## config.mk

```make
export PLATFORM = sky130hd
export DESIGN_NAME = pool_scheduler
export DESIGN_NICKNAME = d
export VERILOG_FILES = /design/src/rtl/pool_scheduler.sv
export SDC_FILE = /design/constraint.sdc
export NUM_CORES = 1
export LEC_CHECK = 0
export ABC_AREA = 1
export BUFFER_PORTS_ARGS = -buffer_cell sky130_fd_sc_hd__buf_2
export CAP_MARGIN = 20
export CORE_ASPECT_RATIO = 0.8
export CORE_MARGIN = 5
export CORE_UTILIZATION = 49
export DETAILED_ROUTE_END_ITERATION = 8
export GPL_TIMING_DRIVEN = 0
export MAX_ROUTING_LAYER = met4
export PLACE_DENSITY = 0.9
export SLEW_MARGIN = 20
export SYNTH_ARGS = -nofsm -noshare
export SYNTH_HDL_FRONTEND = slang
export SYNTH_SLANG_ARGS = --single-unit
```

## constraint.sdc

```tcl
create_clock -name clk_i -period 3.84 [get_ports clk_i]
set_input_delay 0.384 -clock clk_i [delete_from_list [all_inputs] [get_ports clk_i]]
set_output_delay 0.384 -clock clk_i [all_outputs]
set_load 0.01 [all_outputs]
```

## src/rtl/pool_scheduler.sv

```systemverilog
`default_nettype none
// ============================================================================
// Module      : pool_scheduler
// Description : Frame-granular time-sharing of one max-pool unit between two
//               pixel requesters. A requester is granted a whole frame: its
//               IMAGE_HEIGHT*IMAGE_WIDTH input beats are steered to the pool
//               unit, and the pool results are forwarded to the consumer
//               tagged with the owning requester. Grants alternate between
//               requesters when both are waiting.
// Revision    : 1.0 - initial release
// ----------------------------------------------------------------------------
// Ports
//   clk_i             rising-edge clock
//   reset_ni          asynchronous active-low reset
//   req_valid_i[1:0]  requester has a pixel beat
//   req_ready_o[1:0]  requester beat accepted (owner only)
//   req_data_i[1:0]   requester pixels
//   pool_in_*         beat stream to the shared max-pool unit
//   pool_out_*        result stream from the max-pool unit
//   out_*             result stream to the consumer
//   out_owner_o       requester index of the current result
//   busy_o            frame in progress
//   frame_done_o      one-cycle pulse after a frame completes
//   done_owner_o      owner of the last completed frame
//   overrun_o         sticky: pool result seen when none was expected
// ============================================================================
module pool_scheduler #(
  parameter int IMAGE_HEIGHT  = 4,
  parameter int IMAGE_WIDTH   = 4,
  parameter int ROW_STRIDE    = 2,
  parameter int COL_STRIDE    = 2,
  parameter int FEATURE_WIDTH = 8
) (
  input  logic                          clk_i,
  input  logic                          reset_ni,
  // requesters
  input  logic [1:0]                    req_valid_i,
  output logic [1:0]                    req_ready_o,
  input  logic [1:0][FEATURE_WIDTH-1:0] req_data_i,
  // shared max-pool unit, input side
  output logic                          pool_in_valid_o,
  input  logic                          pool_in_ready_i,
  output logic [FEATURE_WIDTH-1:0]      pool_in_data_o,
  // shared max-pool unit, result side
  input  logic                          pool_out_valid_i,
  output logic                          pool_out_ready_o,
  input  logic [FEATURE_WIDTH-1:0]      pool_out_data_i,
  // consumer
  output logic                          out_valid_o,
  input  logic                          out_ready_i,
  output logic [FEATURE_WIDTH-1:0]      out_data_o,
  output logic                          out_owner_o,
  // status
  output logic                          busy_o,
  output logic                          frame_done_o,
  output logic                          done_owner_o,
  output logic                          overrun_o
);

  localparam int IN_BEATS  = IMAGE_HEIGHT * IMAGE_WIDTH;
  localparam int OUT_BEATS = (IMAGE_HEIGHT / ROW_STRIDE) * (IMAGE_WIDTH / COL_STRIDE);
  localparam int IN_CW     = $clog2(IN_BEATS + 1);
  localparam int OUT_CW    = $clog2(OUT_BEATS + 1);

  localparam logic [IN_CW-1:0]  IN_LAST   = IN_CW'(IN_BEATS - 1);
  localparam logic [OUT_CW-1:0] OUT_LAST  = OUT_CW'(OUT_BEATS - 1);
  localparam logic [OUT_CW-1:0] OUT_TOTAL = OUT_CW'(OUT_BEATS);

  typedef enum logic [1:0] {
    S_IDLE  = 2'd0,
    S_FEED  = 2'd1,
    S_DRAIN = 2'd2
  } state_e;

  state_e              state_q, state_d;
  logic                owner_q, owner_d;
  logic                prio_q, prio_d;
  logic [IN_CW-1:0]    in_cnt_q, in_cnt_d;
  logic [OUT_CW-1:0]   out_cnt_q, out_cnt_d;
  logic                frame_done_q, frame_done_d;
  logic                done_owner_q, done_owner_d;
  logic                overrun_q, overrun_d;

  logic                out_full;
  logic                in_fire;
  logic                out_fire;
  logic                in_done;
  logic                out_done;

  // --------------------------------------------------------------------------
  // State register
  // --------------------------------------------------------------------------
  always_ff @(posedge clk_i or negedge reset_ni) begin
    if (!reset_ni) begin
      state_q      <= S_IDLE;
      owner_q      <= 1'b0;
      prio_q       <= 1'b0;
      in_cnt_q     <= '0;
      out_cnt_q    <= '0;
      frame_done_q <= 1'b0;
      done_owner_q <= 1'b0;
      overrun_q    <= 1'b0;
    end else begin
      state_q      <= state_d;
      owner_q      <= owner_d;
      prio_q       <= prio_d;
      in_cnt_q     <= in_cnt_d;
      out_cnt_q    <= out_cnt_d;
      frame_done_q <= frame_done_d;
      done_owner_q <= done_owner_d;
      overrun_q    <= overrun_d;
    end
  end

  // --------------------------------------------------------------------------
  // Next-state and output logic
  // --------------------------------------------------------------------------
  always_comb begin
    state_d          = state_q;
    owner_d          = owner_q;
    prio_d           = prio_q;
    in_cnt_d         = in_cnt_q;
    out_cnt_d        = out_cnt_q;
    frame_done_d     = 1'b0;
    done_owner_d     = done_owner_q;
    overrun_d        = overrun_q;

    req_ready_o      = 2'b00;
    pool_in_valid_o  = 1'b0;
    pool_in_data_o   = '0;
    pool_out_ready_o = 1'b0;
    out_valid_o      = 1'b0;
    out_data_o       = '0;

    // Once every result of the frame has been taken, the result path is
    // closed so a surplus beat can never reach the consumer.
    out_full = (out_cnt_q == OUT_TOTAL);
    in_fire  = 1'b0;
    out_fire = 1'b0;
    in_done  = 1'b0;
    out_done = 1'b0;

    case (state_q)
      S_IDLE: begin
        // Grant goes to the priority requester when it is waiting,
        // otherwise to whichever one is.
        if (|req_valid_i) begin
          owner_d   = req_valid_i[prio_q] ? prio_q : ~prio_q;
          in_cnt_d  = '0;
          out_cnt_d = '0;
          state_d   = S_FEED;
        end
      end

      S_FEED, S_DRAIN: begin
        if (state_q == S_FEED) begin
          pool_in_valid_o       = req_valid_i[owner_q];
          pool_in_data_o        = req_data_i[owner_q];
          req_ready_o[owner_q]  = pool_in_ready_i;
          in_fire               = req_valid_i[owner_q] && pool_in_ready_i;
        end

        out_data_o = pool_out_data_i;
        if (!out_full) begin
          out_valid_o      = pool_out_valid_i;
          pool_out_ready_o = out_ready_i;
          out_fire         = pool_out_valid_i && out_ready_i;
        end

        if (in_fire) begin
          in_cnt_d = in_cnt_q + 1'b1;
        end
        if (out_fire) begin
          out_cnt_d = out_cnt_q + 1'b1;
        end

        // "Done" includes the beat completing on this very edge, so input
        // and output sides finishing together retire the frame at once.
        in_done  = (state_q == S_DRAIN) || (in_fire && (in_cnt_q == IN_LAST));
        out_done = out_full || (out_fire && (out_cnt_q == OUT_LAST));

        if (in_done && out_done) begin
          state_d      = S_IDLE;
          in_cnt_d     = '0;
          out_cnt_d    = '0;
          prio_d       = ~owner_q;
          frame_done_d = 1'b1;
          done_owner_d = owner_q;
        end else if (in_done) begin
          state_d = S_DRAIN;
        end
      end

      default: begin
        state_d   = S_IDLE;
        in_cnt_d  = '0;
        out_cnt_d = '0;
      end
    endcase

    // A pool result with no frame to attribute it to is a protocol error.
    if (pool_out_valid_i && ((state_q == S_IDLE) || out_full)) begin
      overrun_d = 1'b1;
    end
  end

  assign out_owner_o  = owner_q;
  assign busy_o       = (state_q != S_IDLE);
  assign frame_done_o = frame_done_q;
  assign done_owner_o = done_owner_q;
  assign overrun_o    = overrun_q;

endmodule
`default_nettype wire

```

# --- Word level (Yosys, flattened, before mapping) ---
# Index checks and enable logic that the tools add are counted.
op_classes:
  n_bitwise: 3
  n_mux: 38
  order_cmp: 3
  add_sub_neg: 2
  n_eq_ne: 9
  reduce_logical: 19
op_table:
  columns: ["op", "n"]
  rows:
  - ["8-bit two-way mux", 5]
  - ["1-bit two-way mux", 18]
  - ["5-bit two-way mux", 3]
  - ["2-bit two-way mux", 5]
  - ["5-bit case mux with 2 select lines", 1]
  - ["2-bit AND reduction", 5]
  - ["3-bit two-way mux", 3]
  - ["3-bit inequality test (second input constant)", 3]
  - ["1-bit logical AND", 7]
  - ["3-bit case mux with 2 select lines", 1]
  - ["5-bit by 1-bit adder with 5-bit output (second input constant)", 1]
  - ["5-bit by 4-bit == test with 1-bit output (second input constant)", 1]
  - ["1-bit by 2-bit less-than comparator with 1-bit output (second input constant)", 2]
  - ["2-bit case mux with 2 select lines", 1]
  - ["2-bit OR reduction", 2]
  - ["3-bit by 1-bit adder with 3-bit output (second input constant)", 1]
  - ["3-bit by 2-bit == test with 1-bit output (second input constant)", 1]
  - ["3-bit == test (second input constant)", 1]
  - ["1-bit logical OR", 3]
  - ["2-bit AND", 1]
  - ["2-bit by 1-bit == test with 1-bit output (second input constant)", 1]
  - ["2-bit == test (second input constant)", 1]
  - ["2-bit zero test", 1]
  - ["2-bit inequality test (second input constant)", 1]
  - ["other kinds (4)", 5]
totals:
  wordCells: 82
  ff_bits: 15

# --- Logic depth before layout (Yosys ltp) ---
# Gate-level depths: netlist (run 1).
depth:
  depth_word: 10
  ltp_mapped: 12
  ltp_nobuf: 12

# --- Worst setup path after synthesis (run 1) ---
# Ideal clock, no wire load.
synth_path:
  path_type: "register -> output"
  start: "reg state_q[0]"
  end: "out out_valid_o"
  n_path_buf: 2
  arrival_ns: 1.385
  stages_incl_launch_ff: 7
  setup_slack_ns: 2.071
  path_cell_list: "dfrtp_1 inv_1 ha_1 buf_2 clkbuf_1 nand2_1 nor2_1"
synth_via:
  elab_chain_cells: 3
  elab_cells_between_ends: 4
synth_rtl:
  columns: ["element", "line", "rtl"]
  rows:
  - ["start: declaration", "75", "state_e state_q, state_d;"]
  - ["start signal: assignment", "104", "state_q <= state_d;"]
  - ["2-bit by 1-bit == test with 1-bit output / 2-bit == test (equally long branches)", "143", "case (state_q)"]
  - ["2-bit OR reduction (*)", "143", null]
  - ["1-bit two-way mux (*)", "143", null]
  - ["end: declaration", "49", "output logic out_valid_o,"]
# Every way passes the cells marked *; elsewhere a longest branch is shown, timed or not.

# --- Worst setup path after layout (run 1) ---
# Ends and elaborated chain as after synthesis.

==> flow_metrics.tcl, run 1 <==
set metrics [dict create \
    ys_top_cells_by_area "dfrtp_1 (33%), nand2_1 (11%), ha_1 (8.9%)" \
    final_cell_mix "buf_2 (58), nand2_1 (33), inv_1 (23)" \
    end_kind "output port" \
    cts_tree "yes" \
    cts_root_buf "clkbuf_4" \
    cp_slowest_cell "dfrtp_1" \
    path_cells "inv_1, ha_1, buf_2, clkbuf_1, nand2_1, nor2_1, buf_2" \
    synth_warnings 0 \
    finalHoldViolCount 0 \
    drive_gt1_frac 0.369 \
    slew_headroom 0.724 \
    synthCells 153 \
    drc 0 \
    avgRoutedWirePerCell_um 11.8 \
    vias 1163 \
    track_usage 0.181 \
    synth_area_leader_cell "dfrtp_1" \
    cts_max_path_buffers 2 \
    die-area_sq_mm 0.00337 \
    synth_nets 192 \
    vdd_drop_max_v 0.000564 \
    die_h_um 53.0 \
    dp_hpwl_mm 2.25 \
    period_needed_ps 2300 \
    antenna_cells 0 \
    cts.sinks 15 \
    timing.rr.start "state_q[1]$_DFFE_PN0P_" \
    hp-start "pool_out_valid_i" \
    start_util 0.519 \
    min_to "overrun_o$_DFFE_PN0P_" \
    crit_start "state_q[0]$_DFFE_PN0P_" \
    finalPower_uw 924 \
    fillers 191 \
    grt_overflow 0 \
    synthDistinctLibCells 28 \
    period_share 0.599 \
    clock_latency_ps 290 \
    grt_pass1_wl_mm 4.69 \
    final_area_sq_mm 0.00148 \
    hp-class "input pin to flip-flop" \
    multi_input_area_sq_um 639 \
    layout_commonest_cell "buf_2" \
    synth_top_cell_area_share 0.332 \
    worst_pin_slew_ps 414 \
    syn_area_sq_mm 0.00113 \
    grt_max_degree 16 \
    tns_ps 0 \
    crit_arrival_ps 1920 \
    antenna_found_initial 0 \
    path_common_cell "buf_2" \
    r2r_end "out_cnt_q[2]$_DFFE_PN0P_" \
    synthToLayoutAreaGrowth_pct 30.9 \
    seq_area_sq_um 375 \
    post-route-util 0.679 \
    drt-pass1-iter-count 4 \
    crit_fanout 10 \
    crit_required_ps 3460 \
    syn_area_per_cell_sq_um 7.38 \
    cts_buffers 3 \
    regToRegSetupSlack_ps 2080 \
    synth_seq_cells 15 \
    finalMaxSlewViolations 0 \
    clk_pin_slew_ps 80 \
    ios 57 \
    holdPathStages 3 \
    rows 15 \
    port_buffers 56 \
    pwr_density_cell_mw_per_mm2 625 \
    ctsResizeCount 0 \
    setup_violations 0 \
    r2r_cells 8 \
    slowest_delay_ps 380 \
    maxCapViolations 0 \
    vias_per_cell 4.87 \
    gp_congestion 0.756 \
    drt_iter0_drc 30 \
    rsz0062_at_grt "false" \
    fin_nets 254 \
    run_status "completed" \
    htreeDepth 1 \
    power_leakage_uw 0.000938 \
    die-width_um 63.7 \
    fin_skew_ps 10.7 \
    coreArea_sq_mm 0.00218 \
    ys_seq_area_frac 0.332 \
    drt_wl_total_mm 2.81 \
    crit_type "flip-flop to output port" \
    ant_nets 0 \
    max_freq_mhz 435 \
    place_area_sq_mm 0.00144 \
    grt_pass1_vias 1062 \
    cp-start-kind "flip-flop" \
]
==> metrics by stage <==
| step | worst slack, ps | hold slack [ps] | std cells |
|---|---|---|---|
| final | 1540 | 361 | 239 |
| after CTS | 1530 | 359 | 239 |
| after global routing | 1330 | 366 | 239 |
| after global placement | 1840 | 305 | 234 |
| after floorplan | 2070 | 88.4 | 153 |
| after detailed placement | 1860 | 307 | 234 |
==> kinds of logic after synthesis <==
group	Yosys count	share of synthesized area
mux	1	0.00997
simple gates	83	0.370
compound gates	13	0.0742
buf+inv	30	0.102
flops	15	0.332
xor+xnor	3	0.0233
fa+ha+maj	8	0.0886
==> sequential cells by signal, summed over array words and instances, names as in the netlist <==
name / count
overrun_o: 1
state_q: 2
out_owner_o: 1
out_cnt_q: 3
frame_done_o: 1
done_owner_o: 1
prio_q: 1
in_cnt_q: 5
==> worst max path at each step <==
stage                       end  slack [ps]
floorplan           out_valid_o        2070
global placement    out_valid_o        1840
detailed placement  out_valid_o        1860
CTS                 out_valid_o        1530
global route        out_valid_o        1330
finish              out_valid_o        1540
==> power by group <==
part / internal (uW) / switching, uW
Combinational: 214 / 401
Sequential: 191 / 26.6
Clock: 38.8 / 52.2
==> final cells by class <==
type,instances,area share
clock inverter,1,0.00338
multi-input combinational,108,0.432
tap,25,0.0212
clock buffer,3,0.0152
sequential,15,0.254
buffer,3,0.00931
inverter,27,0.0685
timing repair buffer,57,0.196
==> Yosys cell counts (all sizes together) <==
| master | number |
|---|---|
| nand4 | 6 |
| nor3 | 10 |
| inv | 27 |
| xor2 | 2 |
| clkbuf | 1 |
| nor2 | 21 |
| xnor2 | 1 |
| buf | 2 |
| nand2 | 41 |
| o21a | 1 |
| and3 | 1 |
| dfrtp | 15 |
| nand3 | 4 |
| a32o | 1 |
| mux2 | 1 |
| a21oi | 5 |
| ha | 8 |
| o21ai | 6 |
==> critical path, delay by kind of cell (launching register included) <==
family	cells	cell delay (ps)
adders and majority gates	1	270
buffers and inverters	4	780
DFF	1	380
and+or+nand+nor	2	200
==> timing repair <==
action / in CTS / in global routing
hold buffers: 1 / 0
setup buffers: 0 / 0
setup endpoints to repair: 0 / 0
endpoints found under the hold margin: 15 / 0
==> layer usage <==
| metal | vias to the layer above | global-route usage | wire length (um) |
|---|---|---|---|
| met1 | 527 | 0.241 | 1300 |
| met5 | - | - | 0 |
| met3 | 7 | 0.0510 | 130 |
| met4 | 0 | 0.0484 | 34 |
| li1 | 604 | - | - |
| met2 | 25 | 0.272 | 1350 |
Power figures use the tool's default switching activity.
==> run 2, diff against run 1 <==
CORE_UTILIZATION = 45   (was 49)
PLACE_DENSITY = 0.84   (was 0.9)
clock period = 2.3 ns   (was 3.84 ns; I/O delays follow)
==> run 2 against run 1 <==
- via count shrank 2.9%
- largest cell class unchanged
- critical path depth shrank 1
- cell area grew 0.93%
- clock power grew 64%
- die area grew 7.3%
- sequential share of layout area shrank 0.23 points
- non-clock buffer count is the same
- power grew 66%
- sequential power grew 67%
- routed wire length shrank 1.7%
- first-iteration DRC count shrank 10%
==> flow_metrics.tcl, run 2 (synthesis results as in run 1) <==
set metrics [dict create \
    r2r_end "out_cnt_q[2]$_DFFE_PN0P_" \
    run_status "completed" \
    holdPathStages 3 \
    cts_root_buf "clkbuf_4" \
    fin_nets 254 \
    die-width_um 66.0 \
    crit_fanout 10 \
    finalMaxSlewViolations 0 \
    ios 57 \
    grt_pass1_wl_mm 4.51 \
    dp_hpwl_mm 2.27 \
    grt_overflow 0 \
    synthToLayoutAreaGrowth_pct 32.1 \
    fillers 206 \
    layout_commonest_cell "buf_2" \
    cts_max_path_buffers 2 \
    period_needed_ps 2100 \
    grt_pass1_vias 1021 \
    end_kind "output port" \
    finalPower_uw 1530 \
    max_freq_mhz 477 \
    drc 0 \
    setup_violations 0 \
    drt_wl_total_mm 2.77 \
    htreeDepth 1 \
    cp-start-kind "flip-flop" \
    regToRegSetupSlack_ps 550 \
    min_to "overrun_o$_DFFE_PN0P_" \
    power_leakage_uw 0.000939 \
    crit_arrival_ps 1870 \
    die_h_um 54.8 \
    drive_gt1_frac 0.369 \
    postCtsSetupBuffers 0 \
    vdd_drop_max_v 0.000781 \
    rsz0062_at_grt "false" \
    track_usage 0.168 \
    avgRoutedWirePerCell_um 11.1 \
    tns_ps 0 \
    die-area_sq_mm 0.00362 \
    slew_headroom 0.778 \
    top_regs "in_cnt_q (5), out_cnt_q (3), state_q (2)" \
    clock_latency_ps 280 \
    worst_pin_slew_ps 332 \
    crit_type "flip-flop to output port" \
    final_area_sq_mm 0.00149 \
    hp-start "pool_out_valid_i" \
    post-route-util 0.616 \
    maxCapViolations 0 \
    gp_congestion 0.772 \
    drt_iter0_drc 27 \
    drt-pass1-iter-count 4 \
    period_share 0.911 \
    rows 16 \
    crit_required_ps 2070 \
    port_buffers 56 \
    cts_tree "yes" \
    fin_skew_ps 6.76 \
    antenna_cells 0 \
    antenna_found_initial 0 \
    vias 1129 \
    pwr_density_cell_mw_per_mm2 1030 \
    grt_max_degree 16 \
    start_util 0.466 \
    vias_per_cell 4.52 \
    hp-class "input pin to flip-flop" \
    clk_pin_slew_ps 80 \
    regMostFlops "in_cnt_q" \
    cts_buffers 3 \
    place_area_sq_mm 0.00146 \
    largest_reg_flops 5 \
    cts.sinks 15 \
    r2r_cells 8 \
    finalHoldViolCount 0 \
    ant_nets 0 \
    coreArea_sq_mm 0.00242 \
    timing.rr.start "state_q[1]$_DFFE_PN0P_" \
    final_cell_mix "buf_2 (58), nand2_1 (33), inv_1 (23)" \
]
-- run 2: cell count changes in the layout (fill, tap and decap cells not counted) --
cell | before | now
clkbuf_2 | 0 | 1
clkinv_2 | 1 | 0
-- run 2: worst max-delay path, cell delays in order (launching register included) --
cell	delay, ps
dfrtp_1	380
inv_1	70
ha_1	270
buf_2	220
nand2_1	250
nor3_1	230
buf_2	160
-- run 2: per-stage QoR --
stage | setup WS [ps] | cells | hold slack [ps]
finish | 205 | 250 | 204
global route | 7.68 | 250 | 216
CTS | 158 | 250 | 199
detailed placement | 472 | 245 | 155
global placement | 469 | 245 | 153
floorplan | 685 | 153 | -65.6
-- run 2: cell type report --
cell class | instances | area, sq um | share of cell area
Sequential cell | 15 | 375 | 0.251
Buffer | 3 | 15.0 | 0.0101
Timing Repair Buffer | 57 | 290 | 0.194
Clock buffer | 4 | 26.3 | 0.0176
Multi-Input combinational cell | 108 | 639 | 0.428
Inverter | 27 | 101 | 0.0679
Tap cell | 36 | 45.0 | 0.0302
-- run 2: what timing repair did --
item	in CTS	in global routing
hold buffers	1	0
setup endpoints to repair	0	1
resized for setup	0	2
endpoints found under the hold margin	15	0
-- run 2: report_power, final --
part	total, uW	leakage, uW	internal [uW]	switching, uW
Clock	149	0.0000150	67.4	81.4
Combinational	1020	0.000731	361	661
Sequential	363	0.000192	320	42.9
Total	1530	0.000939	748	785
-- run 2: routing by layer --
metal / up-vias / part of all wire / global-route usage
met5: - / 0 / -
met4: 0 / 0.0069 / 0.0574
met3: 2 / 0.039 / 0.0370
met2: 22 / 0.47 / 0.261
met1: 499 / 0.48 / 0.219
li1: 606 / - / -
-- run 2: worst max-delay path by stage --
stage                      startpoint                 to  slack (ps)  cells past startpoint
5_1_grt        state_q[0]$_DFFE_PN0P_  pool_in_data_o[0]           8                      6
3_3_place_gp   state_q[0]$_DFFE_PN0P_        out_valid_o         470                      7
4_1_cts        state_q[0]$_DFFE_PN0P_        out_valid_o         160                      7
3_5_place_dp   state_q[0]$_DFFE_PN0P_        out_valid_o         470                      7
6_report       state_q[0]$_DFFE_PN0P_  pool_in_data_o[3]         200                      6
2_1_floorplan  state_q[0]$_DFFE_PN0P_        out_valid_o         690                      6
